[config.mk]
export PLATFORM = sky130hd
export DESIGN_NAME = seg_scan_driver_flat
export DESIGN_NICKNAME = d
export VERILOG_FILES = /design/src/rtl/seg_pkg.sv /design/src/rtl/seg_scan_driver_if.sv /design/src/rtl/seg_glyph_decode.sv /design/src/rtl/seg_scan_driver.sv /design/src/flat_wrapper.sv
export SDC_FILE = /design/constraint.sdc
export NUM_CORES = 1
export LEC_CHECK = 0
export BUFFER_PORTS_ARGS = -buffer_cell sky130_fd_sc_hd__buf_2
export CELL_PAD_IN_SITES_DETAIL_PLACEMENT = 0
export CELL_PAD_IN_SITES_GLOBAL_PLACEMENT = 2
export CORE_MARGIN = 8
export CORE_UTILIZATION = 33
export DETAILED_ROUTE_END_ITERATION = 6
export PLACE_DENSITY = 0.73
export SLEW_MARGIN = 40
export SYNTH_ARGS = -nofsm -noshare
export SYNTH_HDL_FRONTEND = slang
export SYNTH_SLANG_ARGS = --single-unit
export TNS_END_PERCENT = 1
[constraint.sdc]
create_clock -name clk -period 5.5 [get_ports clk]
set_clock_uncertainty 0.05 [all_clocks]
set_input_delay 1.65 -clock clk [delete_from_list [all_inputs] [get_ports clk]]
set_output_delay 1.65 -clock clk [all_outputs]
set_load 0.01 [all_outputs]
[src/rtl/seg_pkg.sv]
// -----------------------------------------------------------------------------
// seg_pkg
//   Shared definitions for the multiplexed 7-segment display blocks.
//   - seg_t           : 7-bit active-low segment vector, bit 6 = A ... bit 0 = G
//   - SEG_0 .. SEG_F  : hex glyphs (active-low)
//   - SEG_BLANK       : all segments off
//   - anode_onehot_n  : active-low one-hot digit enable, MAX_DIGITS wide;
//                       callers truncate it to their own digit count
// -----------------------------------------------------------------------------
package seg_pkg;

  localparam int MAX_DIGITS = 16;

  typedef logic [6:0] seg_t;

  //                            ABCDEFG
  localparam seg_t SEG_0     = 7'b0000001;
  localparam seg_t SEG_1     = 7'b1001111;
  localparam seg_t SEG_2     = 7'b0010010;
  localparam seg_t SEG_3     = 7'b0000110;
  localparam seg_t SEG_4     = 7'b1001100;
  localparam seg_t SEG_5     = 7'b0100100;
  localparam seg_t SEG_6     = 7'b0100000;
  localparam seg_t SEG_7     = 7'b0001111;
  localparam seg_t SEG_8     = 7'b0000000;
  localparam seg_t SEG_9     = 7'b0000100;
  localparam seg_t SEG_A     = 7'b0001000;
  localparam seg_t SEG_B     = 7'b1100000;
  localparam seg_t SEG_C     = 7'b0110001;
  localparam seg_t SEG_D     = 7'b1000010;
  localparam seg_t SEG_E     = 7'b0110000;
  localparam seg_t SEG_F     = 7'b0111000;
  localparam seg_t SEG_BLANK = 7'h7F;

  // Active-low one-hot: bit idx is 0, all others 1.
  function automatic logic [MAX_DIGITS-1:0] anode_onehot_n(input logic [3:0] idx);
    logic [MAX_DIGITS-1:0] r;
    r      = '1;
    r[idx] = 1'b0;
    return r;
  endfunction

endpackage

[src/rtl/seg_scan_driver_if.sv]
// -----------------------------------------------------------------------------
// seg_scan_driver_if
//   Bundle between the number-formatting logic (master) and the scan driver
//   (slave).
//   master -> slave : digits_in, dp_in, blink_mask, load, active_digits,
//                     lz_suppress, brightness
//   slave -> master : out_seg_anode, cathode, dp_n, frame_done
//
//   Handshake: load is a one-cycle strobe with no back-pressure. On every
//   rising clk edge where load is high, digits_in/dp_in/blink_mask are taken;
//   the slave never stalls, so there is no ready. The remaining master
//   signals are levels sampled continuously. frame_done is a one-cycle pulse.
// -----------------------------------------------------------------------------
interface seg_scan_driver_if
  import seg_pkg::*;
#(
  parameter int NUM_DIGITS = 8,
  parameter int DUTY_BITS  = 3
) ();

  localparam int AW = $clog2(NUM_DIGITS + 1);

  logic [4*NUM_DIGITS-1:0] digits_in;
  logic [NUM_DIGITS-1:0]   dp_in;
  logic [NUM_DIGITS-1:0]   blink_mask;
  logic                    load;
  logic [AW-1:0]           active_digits;
  logic                    lz_suppress;
  logic [DUTY_BITS-1:0]    brightness;

  logic [NUM_DIGITS-1:0]   out_seg_anode;
  seg_t                    cathode;
  logic                    dp_n;
  logic                    frame_done;

  modport master (
    output digits_in, dp_in, blink_mask, load, active_digits, lz_suppress,
           brightness,
    input  out_seg_anode, cathode, dp_n, frame_done
  );

  modport slave (
    input  digits_in, dp_in, blink_mask, load, active_digits, lz_suppress,
           brightness,
    output out_seg_anode, cathode, dp_n, frame_done
  );

endinterface

[src/rtl/seg_glyph_decode.sv]
// -----------------------------------------------------------------------------
// seg_glyph_decode
//   Combinational hex nibble to active-low 7-segment glyph (bit 6 = A).
//   Ports:
//     nibble_i  in  4  hex value 0..F
//     seg_o     out 7  active-low segments ABCDEFG
// -----------------------------------------------------------------------------
module seg_glyph_decode
  import seg_pkg::*;
(
  input  logic [3:0] nibble_i,
  output seg_t       seg_o
);

  always_comb begin
    seg_o = SEG_BLANK;
    unique case (nibble_i)
      4'h0: seg_o = SEG_0;
      4'h1: seg_o = SEG_1;
      4'h2: seg_o = SEG_2;
      4'h3: seg_o = SEG_3;
      4'h4: seg_o = SEG_4;
      4'h5: seg_o = SEG_5;
      4'h6: seg_o = SEG_6;
      4'h7: seg_o = SEG_7;
      4'h8: seg_o = SEG_8;
      4'h9: seg_o = SEG_9;
      4'hA: seg_o = SEG_A;
      4'hB: seg_o = SEG_B;
      4'hC: seg_o = SEG_C;
      4'hD: seg_o = SEG_D;
      4'hE: seg_o = SEG_E;
      4'hF: seg_o = SEG_F;
      default: seg_o = SEG_BLANK;
    endcase
  end

endmodule

[src/rtl/seg_scan_driver.sv]
// -----------------------------------------------------------------------------
// seg_scan_driver
//   Multiplexed 7-segment scan driver: up to NUM_DIGITS hex glyphs with
//   per-digit decimal point, leading-zero suppression, per-digit blink and
//   PWM brightness. Display data is double-buffered (pending -> shadow at
//   frame wrap) so a frame never mixes old and new data.
//   Ports:
//     clk    in  1  system clock
//     reset  in  1  synchronous, active-high
//     bus    slave modport of seg_scan_driver_if (data in, anode/cathode out)
//   All outputs are registered from the current index/slot state, so they
//   lag that state by one cycle.
// -----------------------------------------------------------------------------
module seg_scan_driver
  import seg_pkg::*;
#(
  parameter int NUM_DIGITS   = 8,
  parameter int TICK_DIV     = 250000,
  parameter int DUTY_BITS    = 3,
  parameter int BLINK_FRAMES = 50
) (
  input  logic              clk,
  input  logic              reset,
  seg_scan_driver_if.slave  bus
);

  localparam int IW = $clog2(NUM_DIGITS);
  localparam int AW = $clog2(NUM_DIGITS + 1);
  localparam int SW = (TICK_DIV > 1) ? $clog2(TICK_DIV) : 1;
  localparam int FW = (BLINK_FRAMES > 1) ? $clog2(BLINK_FRAMES) : 1;
  localparam int DW = 4 * NUM_DIGITS;

  // Cycles of one brightness step within a slot.
  localparam int unsigned QUANT = TICK_DIV >> DUTY_BITS;

  localparam logic [SW-1:0] SLOT_LAST  = SW'(TICK_DIV - 1);
  localparam logic [FW-1:0] FRAME_LAST = FW'(BLINK_FRAMES - 1);
  localparam logic [AW-1:0] N_MAX      = AW'(NUM_DIGITS);

  // Scan state
  logic [SW-1:0]         slot_q, slot_d;
  logic [IW-1:0]         idx_q, idx_d;
  logic [AW-1:0]         n_eff_q, n_eff_d;
  logic [FW-1:0]         frame_cnt_q, frame_cnt_d;
  logic                  blink_phase_q, blink_phase_d;

  // Double buffer
  logic [DW-1:0]         pend_dig_q, pend_dig_d;
  logic [NUM_DIGITS-1:0] pend_dp_q, pend_dp_d;
  logic [NUM_DIGITS-1:0] pend_blk_q, pend_blk_d;
  logic                  pend_valid_q, pend_valid_d;
  logic [DW-1:0]         shadow_dig_q, shadow_dig_d;
  logic [NUM_DIGITS-1:0] shadow_dp_q, shadow_dp_d;
  logic [NUM_DIGITS-1:0] shadow_blk_q, shadow_blk_d;

  // Output registers
  logic [NUM_DIGITS-1:0] anode_q, anode_d;
  seg_t                  cathode_q, cathode_d;
  logic                  dp_n_q, dp_n_d;
  logic                  frame_done_q, frame_done_d;

  // Combinational helpers
  logic                  frame_start;
  logic [AW-1:0]         n_clamp;
  logic [AW-1:0]         n_eff;
  logic                  slot_end;
  logic                  last_idx;
  logic                  wrap;
  logic [3:0]            cur_nib;
  logic                  cur_dp;
  logic                  cur_blk;
  seg_t                  glyph;
  logic                  nz_above;
  logic                  lz_blank;
  logic                  blink_blank;
  logic                  duty_on;

  // ---------------------------------------------------------------------------
  // Frame geometry. The digit count is latched on the first cycle of each
  // frame (index 0, slot 0); during that cycle the live clamped value is used
  // directly so the first frame after reset already honours active_digits.
  // ---------------------------------------------------------------------------
  assign frame_start = (idx_q == '0) && (slot_q == '0);

  always_comb begin
    n_clamp = bus.active_digits;
    if (bus.active_digits == '0) begin
      n_clamp = AW'(1);
    end else if (bus.active_digits > N_MAX) begin
      n_clamp = N_MAX;
    end
  end

  assign n_eff    = frame_start ? n_clamp : n_eff_q;
  assign slot_end = (slot_q == SLOT_LAST);
  assign last_idx = (AW'(idx_q) == (n_eff - AW'(1)));
  assign wrap     = slot_end && last_idx;

  always_comb begin
    slot_d        = slot_end ? '0 : slot_q + SW'(1);
    idx_d         = idx_q;
    n_eff_d       = n_eff;
    frame_cnt_d   = frame_cnt_q;
    blink_phase_d = blink_phase_q;
    if (slot_end) begin
      idx_d = last_idx ? '0 : idx_q + IW'(1);
    end
    if (wrap) begin
      if (frame_cnt_q == FRAME_LAST) begin
        frame_cnt_d   = '0;
        blink_phase_d = ~blink_phase_q;
      end else begin
        frame_cnt_d = frame_cnt_q + FW'(1);
      end
    end
  end

  // ---------------------------------------------------------------------------
  // Double buffer. A load on the wrap cycle bypasses pending and goes straight
  // to shadow, so the newest data is never parked for an extra frame.
  // ---------------------------------------------------------------------------
  always_comb begin
    pend_dig_d   = pend_dig_q;
    pend_dp_d    = pend_dp_q;
    pend_blk_d   = pend_blk_q;
    pend_valid_d = pend_valid_q;
    shadow_dig_d = shadow_dig_q;
    shadow_dp_d  = shadow_dp_q;
    shadow_blk_d = shadow_blk_q;
    if (wrap) begin
      pend_valid_d = 1'b0;
      if (bus.load) begin
        shadow_dig_d = bus.digits_in;
        shadow_dp_d  = bus.dp_in;
        shadow_blk_d = bus.blink_mask;
      end else if (pend_valid_q) begin
        shadow_dig_d = pend_dig_q;
        shadow_dp_d  = pend_dp_q;
        shadow_blk_d = pend_blk_q;
      end
    end else if (bus.load) begin
      pend_dig_d   = bus.digits_in;
      pend_dp_d    = bus.dp_in;
      pend_blk_d   = bus.blink_mask;
      pend_valid_d = 1'b1;
    end
  end

  // ---------------------------------------------------------------------------
  // Current digit content
  // ---------------------------------------------------------------------------
  assign cur_nib = shadow_dig_q[{idx_q, 2'b00} +: 4];
  assign cur_dp  = shadow_dp_q[idx_q];
  assign cur_blk = shadow_blk_q[idx_q];

  seg_glyph_decode u_decode (
    .nibble_i (cur_nib),
    .seg_o    (glyph)
  );

  // A digit is a leading zero when it and every scanned digit to its left
  // are zero. Digits beyond n_eff are not scanned and do not count.
  always_comb begin
    nz_above = 1'b0;
    for (int j = 0; j < NUM_DIGITS; j++) begin
      if ((j >= int'(idx_q)) && (j < int'(n_eff)) &&
          (shadow_dig_q[4*j +: 4] != 4'h0)) begin
        nz_above = 1'b1;
      end
    end
  end

  assign lz_blank    = bus.lz_suppress && (idx_q != '0) && !nz_above;
  assign blink_blank = cur_blk && blink_phase_q;

  // The anode is on for the first (brightness+1) steps of each slot, so
  // all-ones brightness covers the whole slot.
  assign duty_on = (32'(slot_q) <
                    ((32'(bus.brightness) + 32'd1) * QUANT));

  always_comb begin
    anode_d      = duty_on ? NUM_DIGITS'(anode_onehot_n(4'(idx_q))) : '1;
    // LZ blanking drops the glyph only; blink drops glyph and dp.
    cathode_d    = (lz_blank || blink_blank) ? SEG_BLANK : glyph;
    dp_n_d       = blink_blank ? 1'b1 : ~cur_dp;
    frame_done_d = wrap;
  end

  // ---------------------------------------------------------------------------
  // State and output registers
  // ---------------------------------------------------------------------------
  always_ff @(posedge clk) begin
    if (reset) begin
      slot_q        <= '0;
      idx_q         <= '0;
      n_eff_q       <= AW'(1);
      frame_cnt_q   <= '0;
      blink_phase_q <= 1'b0;
      pend_dig_q    <= '0;
      pend_dp_q     <= '0;
      pend_blk_q    <= '0;
      pend_valid_q  <= 1'b0;
      shadow_dig_q  <= '0;
      shadow_dp_q   <= '0;
      shadow_blk_q  <= '0;
      anode_q       <= '1;
      cathode_q     <= SEG_BLANK;
      dp_n_q        <= 1'b1;
      frame_done_q  <= 1'b0;
    end else begin
      slot_q        <= slot_d;
      idx_q         <= idx_d;
      n_eff_q       <= n_eff_d;
      frame_cnt_q   <= frame_cnt_d;
      blink_phase_q <= blink_phase_d;
      pend_dig_q    <= pend_dig_d;
      pend_dp_q     <= pend_dp_d;
      pend_blk_q    <= pend_blk_d;
      pend_valid_q  <= pend_valid_d;
      shadow_dig_q  <= shadow_dig_d;
      shadow_dp_q   <= shadow_dp_d;
      shadow_blk_q  <= shadow_blk_d;
      anode_q       <= anode_d;
      cathode_q     <= cathode_d;
      dp_n_q        <= dp_n_d;
      frame_done_q  <= frame_done_d;
    end
  end

  assign bus.out_seg_anode = anode_q;
  assign bus.cathode       = cathode_q;
  assign bus.dp_n          = dp_n_q;
  assign bus.frame_done    = frame_done_q;

endmodule

[src/flat_wrapper.sv]
// flat-port wrapper written by rule: the top's interface ports become plain ports
module seg_scan_driver_flat import seg_pkg::*;
#(
  parameter int NUM_DIGITS   = 8,
  parameter int TICK_DIV     = 250000,
  parameter int DUTY_BITS    = 3,
  parameter int BLINK_FRAMES = 50
)
  (clk, reset, bus_digits_in, bus_dp_in, bus_blink_mask, bus_load, bus_active_digits, bus_lz_suppress, bus_brightness, bus_out_seg_anode, bus_cathode, bus_dp_n, bus_frame_done);
  seg_scan_driver_if #(.NUM_DIGITS(NUM_DIGITS), .DUTY_BITS(DUTY_BITS)) bus_i ();
  input  logic clk;
  input  logic reset;
  input wire logic [$bits(bus_i.digits_in)-1:0] bus_digits_in;
  input wire logic [$bits(bus_i.dp_in)-1:0] bus_dp_in;
  input wire logic [$bits(bus_i.blink_mask)-1:0] bus_blink_mask;
  input wire logic [$bits(bus_i.load)-1:0] bus_load;
  input wire logic [$bits(bus_i.active_digits)-1:0] bus_active_digits;
  input wire logic [$bits(bus_i.lz_suppress)-1:0] bus_lz_suppress;
  input wire logic [$bits(bus_i.brightness)-1:0] bus_brightness;
  output wire logic [$bits(bus_i.out_seg_anode)-1:0] bus_out_seg_anode;
  output wire logic [$bits(bus_i.cathode)-1:0] bus_cathode;
  output wire logic [$bits(bus_i.dp_n)-1:0] bus_dp_n;
  output wire logic [$bits(bus_i.frame_done)-1:0] bus_frame_done;
  assign bus_i.digits_in = bus_digits_in;
  assign bus_i.dp_in = bus_dp_in;
  assign bus_i.blink_mask = bus_blink_mask;
  assign bus_i.load = bus_load;
  assign bus_i.active_digits = bus_active_digits;
  assign bus_i.lz_suppress = bus_lz_suppress;
  assign bus_i.brightness = bus_brightness;
  assign bus_out_seg_anode = bus_i.out_seg_anode;
  assign bus_cathode = bus_i.cathode;
  assign bus_dp_n = bus_i.dp_n;
  assign bus_frame_done = bus_i.frame_done;
  seg_scan_driver #(.NUM_DIGITS(NUM_DIGITS), .TICK_DIV(TICK_DIV), .DUTY_BITS(DUTY_BITS), .BLINK_FRAMES(BLINK_FRAMES)) u_core (.clk(clk), .reset(reset), .bus(bus_i));
endmodule
Yosys cells after proc, flatten, opt, wreduce, memory -nomap -nowiden

Memory sizes are Yosys's and may differ from the RTL's. A register that Yosys moved wholly into a read port is not among the register bits.
Cells that the tools add are included.

Word-level logic and storage cells: 120
Output and inout bits: 17
Memories kept: 1
Bits in registers: 139
Input bits: 59
ROM bits: 112

Memory list:

| memory           | words | bits a word | rd ports | clocked after memory_dff | wr ports | line                   | source |
|---|---|---|---|---|---|---|---|
| (name not given) | 16    | 7           | 1        | 1                        | 0        | seg_glyph_decode.sv:17 | `unique case (nibble_i)` |

Shifts and indexed selects: 1
Reductions and logical operators: 44
Muxes and demuxes: 25
Add/subtract/negate cells: 5
Equal/unequal tests: 3
Bitwise operators: 5
Order comparisons: 20
$mul: 1

Operator list:

| operator                 | count |
|---|---|
| $mux W32                 | 2 |
| $lt A18 B32 Y1           | 1 |
| $mul A32 B14 Y31 const B | 1 |
| $mux W8                  | 4 |
| $reduce_bool A4 Y1       | 8 |
| $shiftx A32 B6 Y4        | 1 |
| $logic_and A1 B1 Y1      | 21 |
| $add A18 B1 Y18 const B  | 1 |
| $eq A18 B18 Y1 const B   | 1 |
| $logic_not A18 Y1        | 1 |
| $lt A3 B4 Y1 const A     | 4 |
| $mux W4                  | 3 |
| $mux W1                  | 11 |
| $reduce_or A2 Y1         | 5 |
| $ge A3 B3 Y1 const A     | 3 |
| $lt A1 B4 Y1 const A     | 2 |
| $lt A2 B4 Y1 const A     | 2 |
| $not A8 Y8               | 1 |
| $add A6 B1 Y6 const B    | 1 |
| $bmux W1 S3              | 2 |
| $eq A6 B6 Y1 const B     | 1 |
| $ge A1 B3 Y1 const A     | 2 |
| $ge A2 B3 Y1 const A     | 2 |
| $mux W6                  | 1 |
| 18 further kinds         | 23 |

Logic depth before layout (Yosys ltp)

Gate-level depths: netlist of the first run.

Depth after elaboration: 19
Depth in mapped cells: 18
Gate-level depth less buffers: 18

Cells and area by module

A second synthesis of the first run with hierarchy kept.

Cell total of the unflattened synthesis: 1064
Area total of the unflattened synthesis: 9350.2 µm²

By module, submodules not included:

| module           | sequential area each (µm²) | area each (µm²) | instances | cells each |
|---|---|---|---|---|
| seg_scan_driver  | 2922.8                     | 9081.2          | 1         | 1031 |
| seg_glyph_decode | 0.0                        | 269.0           | 1         | 33 |

Worst setup path before layout of the first run

OpenSTA, ideal clock, no wires.

Kind: input -> register
Start: input bus_brightness[0]
End: register u_core.anode_q[6] (netlist: u_core.bus.out_seg_anode[6])
Slack: -215 ps
Setup time: 147 ps
Arrival time: 5518 ps
Required time: 5303 ps
Buffers on the path: 0
Stages on the path: 18
Path through: ha_1 xnor2_1 inv_1 ha_1 inv_1 fa_1 inv_1 ha_1 a21o_1 a21o_1 a21oi_1 o21ai_0 xnor2_1 ha_1 a2111oi_0 o211ai_1 o22ai_1 nand4_1

Cells in the longest elaborated chain, start to end: 5

Ends and longest elaborated chain:

| what                       | line                   | source |
|---|---|---|
| start, declared            | flat_wrapper.sv:19     | `input wire logic [$bits(bus_i.brightness)-1:0] bus_brightness;` |
| $add A3 B1 Y4              | seg_scan_driver.sv:179 | `((32'(bus.brightness) + 32'd1) * QUANT));` |
| $mul A32 B14 Y31           | seg_scan_driver.sv:179 |  |
| $lt A18 B32 Y1             | seg_scan_driver.sv:178 | `assign duty_on = (32'(slot_q) <` |
| $not A1 Y1 (no line)       | n/a                    |  |
| $reduce_or A2 Y1 (no line) | n/a                    |  |
| end signal, assigned       | seg_scan_driver.sv:223 | `anode_q <= anode_d;` |
| end, declared              | seg_scan_driver.sv:57  | `logic [NUM_DIGITS-1:0] anode_q, anode_d;` |

No other way between the ends.
A chain may end at the register's enable or synchronous reset.

Final worst setup path of the first run

Ends and elaborated chain as after synthesis.

==> results of run 1 <==
[critical path, stage by stage]
cell and delay [ps]:
buf_2 120, ha_1 240, xnor2_2 180, inv_2 80, fa_1 500, fa_1 520, inv_1 40, ha_1 310
a21o_1 180, a21oi_2 140, o21ai_0 120, xnor2_1 160, ha_1 310, a2111oi_2 310, o211ai_1 160, o22ai_2 200
buf_6 150, nand4_1 100
[Yosys cell counts, types with 3 or more instances]
library cell  number  area share [%]
a211oi_1          13             1.2
a211oi_2          36             5.6
a21o_1             6            0.56
a21oi_1           72             4.5
a22oi_1            4            0.37
a31oi_1            3            0.23
and2_1             5            0.39
and3_1             5            0.39
buf_2              6            0.37
buf_6             10             1.4
clkbuf_1          46             2.2
dfxtp_1          146              36
fa_1               5             1.2
ha_1              43             6.7
inv_1             31             1.4
mux2i_1           58             7.2
mux4_2             9             2.5
nand2_1           39             1.8
nand2b_1           9            0.70
nand3_1           78             4.9
nand3b_1           3            0.28
nand4_1            6            0.47
nor2_1            94             4.4
nor2b_1            7            0.55
nor3_1             8            0.50
nor3b_1            3            0.28
nor4_1             8            0.62
o2111ai_1          4            0.44
o21a_1             3            0.28
o21ai_0           69             4.3
or3_1              9            0.70
or4_1              6            0.56
xnor2_1           13             1.4
xor2_1            12             1.3
[flip-flops by register name, indices dropped and copies added, names as in the netlist]
name / cells
u_core.pend_blk_q: 8
u_core.n_eff_q: 4
u_core.shadow_dig_q: 32
u_core.bus.cathode: 7
u_core.bus.out_seg_anode: 8
u_core.bus.frame_done: 1
u_core.frame_cnt_q: 6
u_core.slot_q: 18
u_core.pend_dig_q: 32
u_core.bus.dp_n: 1
u_core.blink_phase_q: 1
u_core.pend_valid_q: 1
u_core.shadow_blk_q: 8
u_core.shadow_dp_q: 8
u_core.idx_q: 3
u_core.pend_dp_q: 8
[metrics by stage]
step,power (mW),util [%]
finish,2.57,38.7
global route,2.71,38.7
CTS,2.61,38.6
detailed placement,1.47,36.3
global placement,1.47,36.2
floorplan,1.35,-
[final timing paths]
path | end | slack, ps | depth (start not counted)
setup / recovery | u_core.bus.out_seg_anode[6] | 250 | 18
hold reg to reg | u_core.pend_dig_q[5] | 420 | 2
hold / removal | u_core.pend_dig_q[5] | 420 | 2
setup reg to reg | u_core.shadow_dig_q[20] | 1120 | 14
[power breakdown]
group | internal [mW] | leakage (nW) | switching (mW)
clock network | 0.640 | 0.275 | 0.482
logic | 0.158 | 2.22 | 0.188
registers | 1.09 | 1.19 | 0.0167
[routing by layer]
layer	global-route usage [%]	vias to the layer above	routed length, um
li1	-	3372	-
met1	20.2	3053	10500
met2	22.8	94	9820
met3	2.63	14	692
met4	3.37	0	165
met5	0	-	0
[area by class of cell]
type                            count  area (sq um)  share of cell area, %
Sequential cell                   146          2920                   31.3
Timing Repair Buffer              103           607                   6.50
Clock buffer                       18           439                   4.71
Tap cell                          324           405                   4.34
Multi-Input combinational cell    661          4710                   50.5
Clock inverter                     13           128                   1.37
Inverter                           31           116                   1.25
[what timing repair did]
action / in CTS / in global routing
setup endpoints to repair: 0 / 6
hold buffers: 0 / 0
gates resized for setup: 0 / 3
buffers inserted: 0 / 1
hold endpoints to repair: 0 / 0
[cell families after synthesis]
family | Yosys count | share of synthesized area, %
XOR/XNOR | 25 | 2.73
AO/OA/AOI/OAI | 232 | 20.1
AND/OR/NAND/NOR | 287 | 17.3
other | 1 | 0.0467
multiplexers | 68 | 9.90
buffers and inverters | 96 | 5.53
adder cells (fa/ha/maj) | 48 | 7.95
flip-flops | 146 | 36.4
==> flow_summary_export.csv, run 1 <==
group,metric,value,unit
grt,grt_pass1_wl,34100,um
setup_path,crit_type,"in2reg",
logic_synthesis,syn_inst,903,
drt,antenna_left,0,
timing,tns,0,ps
timing,period_needed,5250,ps
logic_synthesis,synth_cell_types,62,
logic_synthesis,synth_edf_count,0,
cells_and_area,final_common_cell,"dfxtp_1",
setup_path,crit_fanout,8,
setup_path,crit_path_start_kind,"input pin",
cts,cts_made_buffers,17,
timing,maxSlewViolCount,0,
placement,dp.final_hpwl,14600,um
power,powerDensity,275,nW/um^2
job,maxCapViolCount,0,
logic_synthesis,yosysSeqAreaShare,36.4,%
setup_path,critPathCaptureType,"register",
drt,vias,6533,
cts,clockBufferDepth,2,
grt,overflow,0,
drt,routed_via_density,5.04,
placement,gp_congestion,0.781,
timing,relSlewSlack,46.4,%
setup_path,crit_arrival,5460,ps
cells_and_area,syn_to_final_growth,16.2,%
floorplan,dieArea,29600,sq um
cts,path_clk_slew,60,ps
timing,period_share,95.5,%
floorplan,initial_utilization,33.3,%
floorplan,core_area,24100,sq um
grt,grt_antenna_before_repair,0,
cells_and_area,layout_common_cells,"dfxtp_1, nor2_1, nand3_1",
setup_path,required,5710,ps
logic_synthesis,syn-num-nets,1010,
grt,grt_usage,14.5,%
cts,cts_tree,"yes",
logic_synthesis,syn_area,8030,sq um
timing,setup_ws,249,ps
drt,drcViolationCount,0,
grt,grt_pass1_vias,6216,
timing,hold_viol_final,0,
logic_synthesis,ys_ff_latch,146,
drt,drt_iter0_drc,479,
logic_synthesis,yosysWarningCount,0,
timing,fmax,0.190,GHz
grt,grt_max_degree,97,
logic_synthesis,synth-main-ff-cell,"dfxtp_1",
cells_and_area,fin_nets,1067,
status,outcome,"finished, final reports clean",
timing,rsz0062_at_grt,"false",
cts,cts_sinks,146,
setup_path,setup.worst_path.start,"bus_brightness[0]",
cts,cts.htree.levels,4,
power,vdd_drop_max,185,uV
cells_and_area,fill_cells,2505,
cts,insertion_delay,420,ps
cells_and_area,drive_gt1_share,20.2,%
floorplan,ios,76,
drt,wl_per_cell,16.3,um
power,p_leak,3.68,nW
timing,tightest_slew,804,ps
floorplan,fp.dieH,172,um
timing,setup_violations,0,
hold_path,hold_class,"reg2reg",
placement,dp_worst_setup_slack,-288,ps
logic_synthesis,syn-mean-instance-area,8.89,sq um
drt,firstDrtPassIters,5,
setup_path,r2r_start,"u_core.idx_q[0]",
cells_and_area,antenna-diode-count,0,
cts,root_buffer,"clkbuf_16",
placement,dp_cells,1264,
cells_and_area,instances_no_fill,1296,
floorplan,rows,57,
hold_path,hp-start,"u_core.pend_dig_q[5]",
floorplan,die-width,172,um
timing,holdWs,425,ps
cells_and_area,fin_area,9330,sq um
placement,io_buffers,75,
drt,wl,21200,um
logic_synthesis,ys_async_sr_fraction,0,%
placement,placed_cell_area,8740,sq um
(Power assumes the default switching activity.)
==> run 2: changes to the inputs <==
--- a/config.mk
+++ b/config.mk
@@ -5,13 +5,14 @@
 export SDC_FILE = /design/constraint.sdc
 export NUM_CORES = 1
 export LEC_CHECK = 0
+export ABC_AREA = 1
 export BUFFER_PORTS_ARGS = -buffer_cell sky130_fd_sc_hd__buf_2
 export CELL_PAD_IN_SITES_DETAIL_PLACEMENT = 0
 export CELL_PAD_IN_SITES_GLOBAL_PLACEMENT = 2
 export CORE_MARGIN = 8
-export CORE_UTILIZATION = 33
+export CORE_UTILIZATION = 30
 export DETAILED_ROUTE_END_ITERATION = 6
-export PLACE_DENSITY = 0.73
+export PLACE_DENSITY = 0.75
 export SLEW_MARGIN = 40
 export SYNTH_ARGS = -nofsm -noshare
 export SYNTH_HDL_FRONTEND = slang
==> constraint.sdc (replaced) <==
create_clock -name clk -period 4.8 [get_ports clk]
set_clock_uncertainty 0.05 [all_clocks]
set_input_delay 1.44 -clock clk [delete_from_list [all_inputs] [get_ports clk]]
set_output_delay 1.44 -clock clk [all_outputs]
set_load 0.01 [all_outputs]
==> flow_summary_export.csv, run 2 <==
group,metric,value,unit
status,outcome,"finished, final reports clean",
cells_and_area,final_common_cell,"nand2_1",
timing,hold_viol_final,0,
cells_and_area,antenna-diode-count,0,
cells_and_area,fin_util,35.3,%
drt,drt_iter0_drc,368,
grt,overflow,0,
setup_path,slowest_stage,"fa_1",
grt,grt_pass1_vias,7262,
cts,cts_sinks,146,
logic_synthesis,yosysWarningCount,0,
logic_synthesis,ys_async_sr_fraction,0,%
logic_synthesis,syn-num-nets,1376,
grt,grt_max_degree,98,
drt,top_layer_used,"met5",
cts,clockBufferDepth,2,
timing,fmax,0.220,GHz
logic_synthesis,yosys-top-cells-count,"nand2_1, nor2_1, inv_1",
drt,drt-met1-wl,11300,um
logic_synthesis,yosysSeqAreaShare,35.2,%
floorplan,core_area,27600,sq um
setup_path,crit_arrival,4790,ps
floorplan,dieArea,33300,sq um
cts,cts_tree,"yes",
floorplan,ios,76,
hold_path,hp-start,"u_core.slot_q[0]",
placement,placed_cell_area,9090,sq um
logic_synthesis,synth_edf_count,0,
placement,dp.final_hpwl,16600,um
grt,grt_pass1_wl,37500,um
setup_path,critPathCaptureType,"register",
cts,root_buffer,"clkbuf_16",
logic_synthesis,yosysMostFrequentCell,"nand2_1",
logic_synthesis,synth_cell_types,48,
power,vdd_drop_max,185,uV
setup_path,crit_fanout,8,
cts,hold_buffers,0,
cells_and_area,syn_to_final_growth,17.1,%
setup_path,crit_path_start_kind,"input pin",
logic_synthesis,syn-mean-instance-area,6.55,sq um
setup_path,r2r_start,"u_core.idx_q[0]",
drt,drcViolationCount,0,
timing,rsz0062_at_grt,"false",
setup_path,rr_worst_depth,17,
timing,period_share,94.7,%
cells_and_area,fin_nets,1443,
floorplan,initial_utilization,30.2,%
cells_and_area,top_regs,"u_core.pend_dig_q: 32 flops, u_core.shadow_dig_q: 32 flops, u_core.slot_q: 18 flops",
timing,maxSlewViolCount,0,
drt,vias,7543,
floorplan,die-width,182,um
setup_path,required,5040,ps
logic_synthesis,synth_top_area_share,35.2,%
cts,path_clk_slew,60,ps
cells_and_area,fill_cells,3059,
setup_path,r2r_end,"u_core.shadow_dig_q[27]",
power,powerDensity,321,nW/um^2
hold_path,hold_end,"u_core.slot_q[0]",
logic_synthesis,synth-main-ff-cell,"dfxtp_1",
drt,met3_length,844,um
setup_path,cp_common_cell,"a21oi_2",
power,p_leak,4.87,nW
cells_and_area,layout_common_cells,"nand2_1, nor2_1, inv_1",
grt,grt_usage,14.1,%
grt,grt_antenna_before_repair,1,
hold_path,hold_depth,1,
logic_synthesis,synth_area_leader_cell,"dfxtp_1",
cts,cts_made_buffers,17,
setup_path,crit_type,"in2reg",
timing,setup_violations,0,
logic_synthesis,syn_area,8310,sq um
floorplan,fp.dieH,182,um
logic_synthesis,synth_area_leaders,"dfxtp_1, nand2_1, nor2_1",
timing,tightest_slew,783,ps
setup_path,critPathMaxStageDelay,530,ps
floorplan,rows,61,
hold_path,hold_class,"reg2reg",
cells_and_area,fin_area,9740,sq um
logic_synthesis,ys_ff_latch,146,
drt,met2_length,10200,um
setup_path,crit_chain,"buf_2, ha_1, xnor2_2, inv_2, fa_1, fa_1, inv_1, ha_4, a21oi_2, nand2_1, a21oi_2, o21ai_1, xnor2_1, ha_1, a21oi_2, o21ai_0, nand2_1, buf_12, nand3_1",
drt,wl_per_cell,13.2,um
setup_path,regToRegSetupSlack,1170,ps
cts,cts.htree.levels,4,
drt,antenna_left,0,
drt,routed_via_density,4.37,
timing,relSlewSlack,47.4,%
logic_synthesis,syn_inst,1269,
job,maxCapViolCount,0,
placement,io_buffers,75,
cells_and_area,drive_gt1_share,11.7,%
timing,period_needed,4550,ps
drt,firstDrtPassIters,4,
drt,wl,22700,um
placement,gp_congestion,0.797,
cts,insertion_delay,440,ps
## run 2: cell types whose count changed in the layout (fill, tap and decap cells not counted), sizes merged, moves of 9 or more
cell / before / now
mux4: 9 / 0
a211oi: 50 / 1
nand4: 6 / 19
nand2: 39 / 348
inv: 34 / 180
o22ai: 2 / 11
nand2b: 9 / 0
mux2i: 58 / 0
nand3: 78 / 44
or3: 9 / 0
nor2: 94 / 268
a21oi: 73 / 30
## run 2: how the worst max path moves through the flow
| stage | from | to | cells past startpoint |
|---|---|---|---|
| 3_5_place_dp | bus_brightness[0] | u_core.bus.out_seg_anode[6] | 19 |
| 3_3_place_gp | bus_brightness[0] | u_core.bus.out_seg_anode[3] | 19 |
| 4_1_cts | bus_brightness[0] | u_core.bus.out_seg_anode[2] | 19 |
| 6_report | bus_brightness[0] | u_core.bus.out_seg_anode[2] | 19 |
| 5_1_grt | bus_brightness[0] | u_core.bus.out_seg_anode[4] | 21 |
| 2_1_floorplan | bus_brightness[0] | u_core.bus.out_seg_anode[3] | 17 |
## run 2: repair_timing
item | 4_1_cts | 5_1_grt
gates resized for setup | 0 | 4
setup buffers | 0 | 0
endpoints found under the setup margin | 0 | 8
## run 2: kinds of logic after synthesis
family,after synthesis,synth area share (%)
buffers and inverters,224,11.5
XOR/XNOR,20,2.11
flip-flops,146,35.2
adder cells (fa/ha/maj),48,7.68
AND/OR/NAND/NOR,698,34.5
AO/OA/AOI/OAI,132,9.04
other,1,0.0451
## run 2: routing by layer
metal	up-vias	global-route usage (%)
li1	4064	-
met1	3352	18.6
met2	99	22.3
met3	26	3.20
met4	2	4.53
met5	-	0
## run 2: cell type report
class                   count  area [sq um]  area share (%)
clock buffers              17           425            4.37
repair buffers             97           582            5.98
multi-input cells         899          4480            46.0
flip-flops and latches    146          2920            30.0
well taps                 378           473            4.86
clock inverters            14           191            1.97
inverters                 175           663            6.81
## run 2: critical path: cells and delay by family
kind	cells	cell delay, ps
simple gates	3	240
compound gates	5	520
fa+ha+maj	5	1800
buf+inv	4	390
xor+xnor	2	400
## run 2: through the flow
step | setup slack [ps] | TNS, ps | power, mW | std cells | hold slack [ps]
3_5_place_dp | -243 | -1880 | 1.72 | 1695 | 408
2_1_floorplan | 1.77 | 0 | 1.59 | 1269 | 367
3_3_place_gp | -221 | -1760 | 1.72 | 1695 | 391
6_report | 255 | 0 | 3.13 | 1726 | 411
4_1_cts | 199 | 0 | 3.17 | 1726 | 418
5_1_grt | 2.87 | 0 | 3.31 | 1726 | 447
## run 2: where the power goes
group | switching, mW | leakage [nW] | internal [mW] | total [mW]
Clock | 0.593 | 0.297 | 0.834 | 1.43
Combinational | 0.272 | 3.38 | 0.171 | 0.442
Sequential | 0.0104 | 1.19 | 1.25 | 1.26
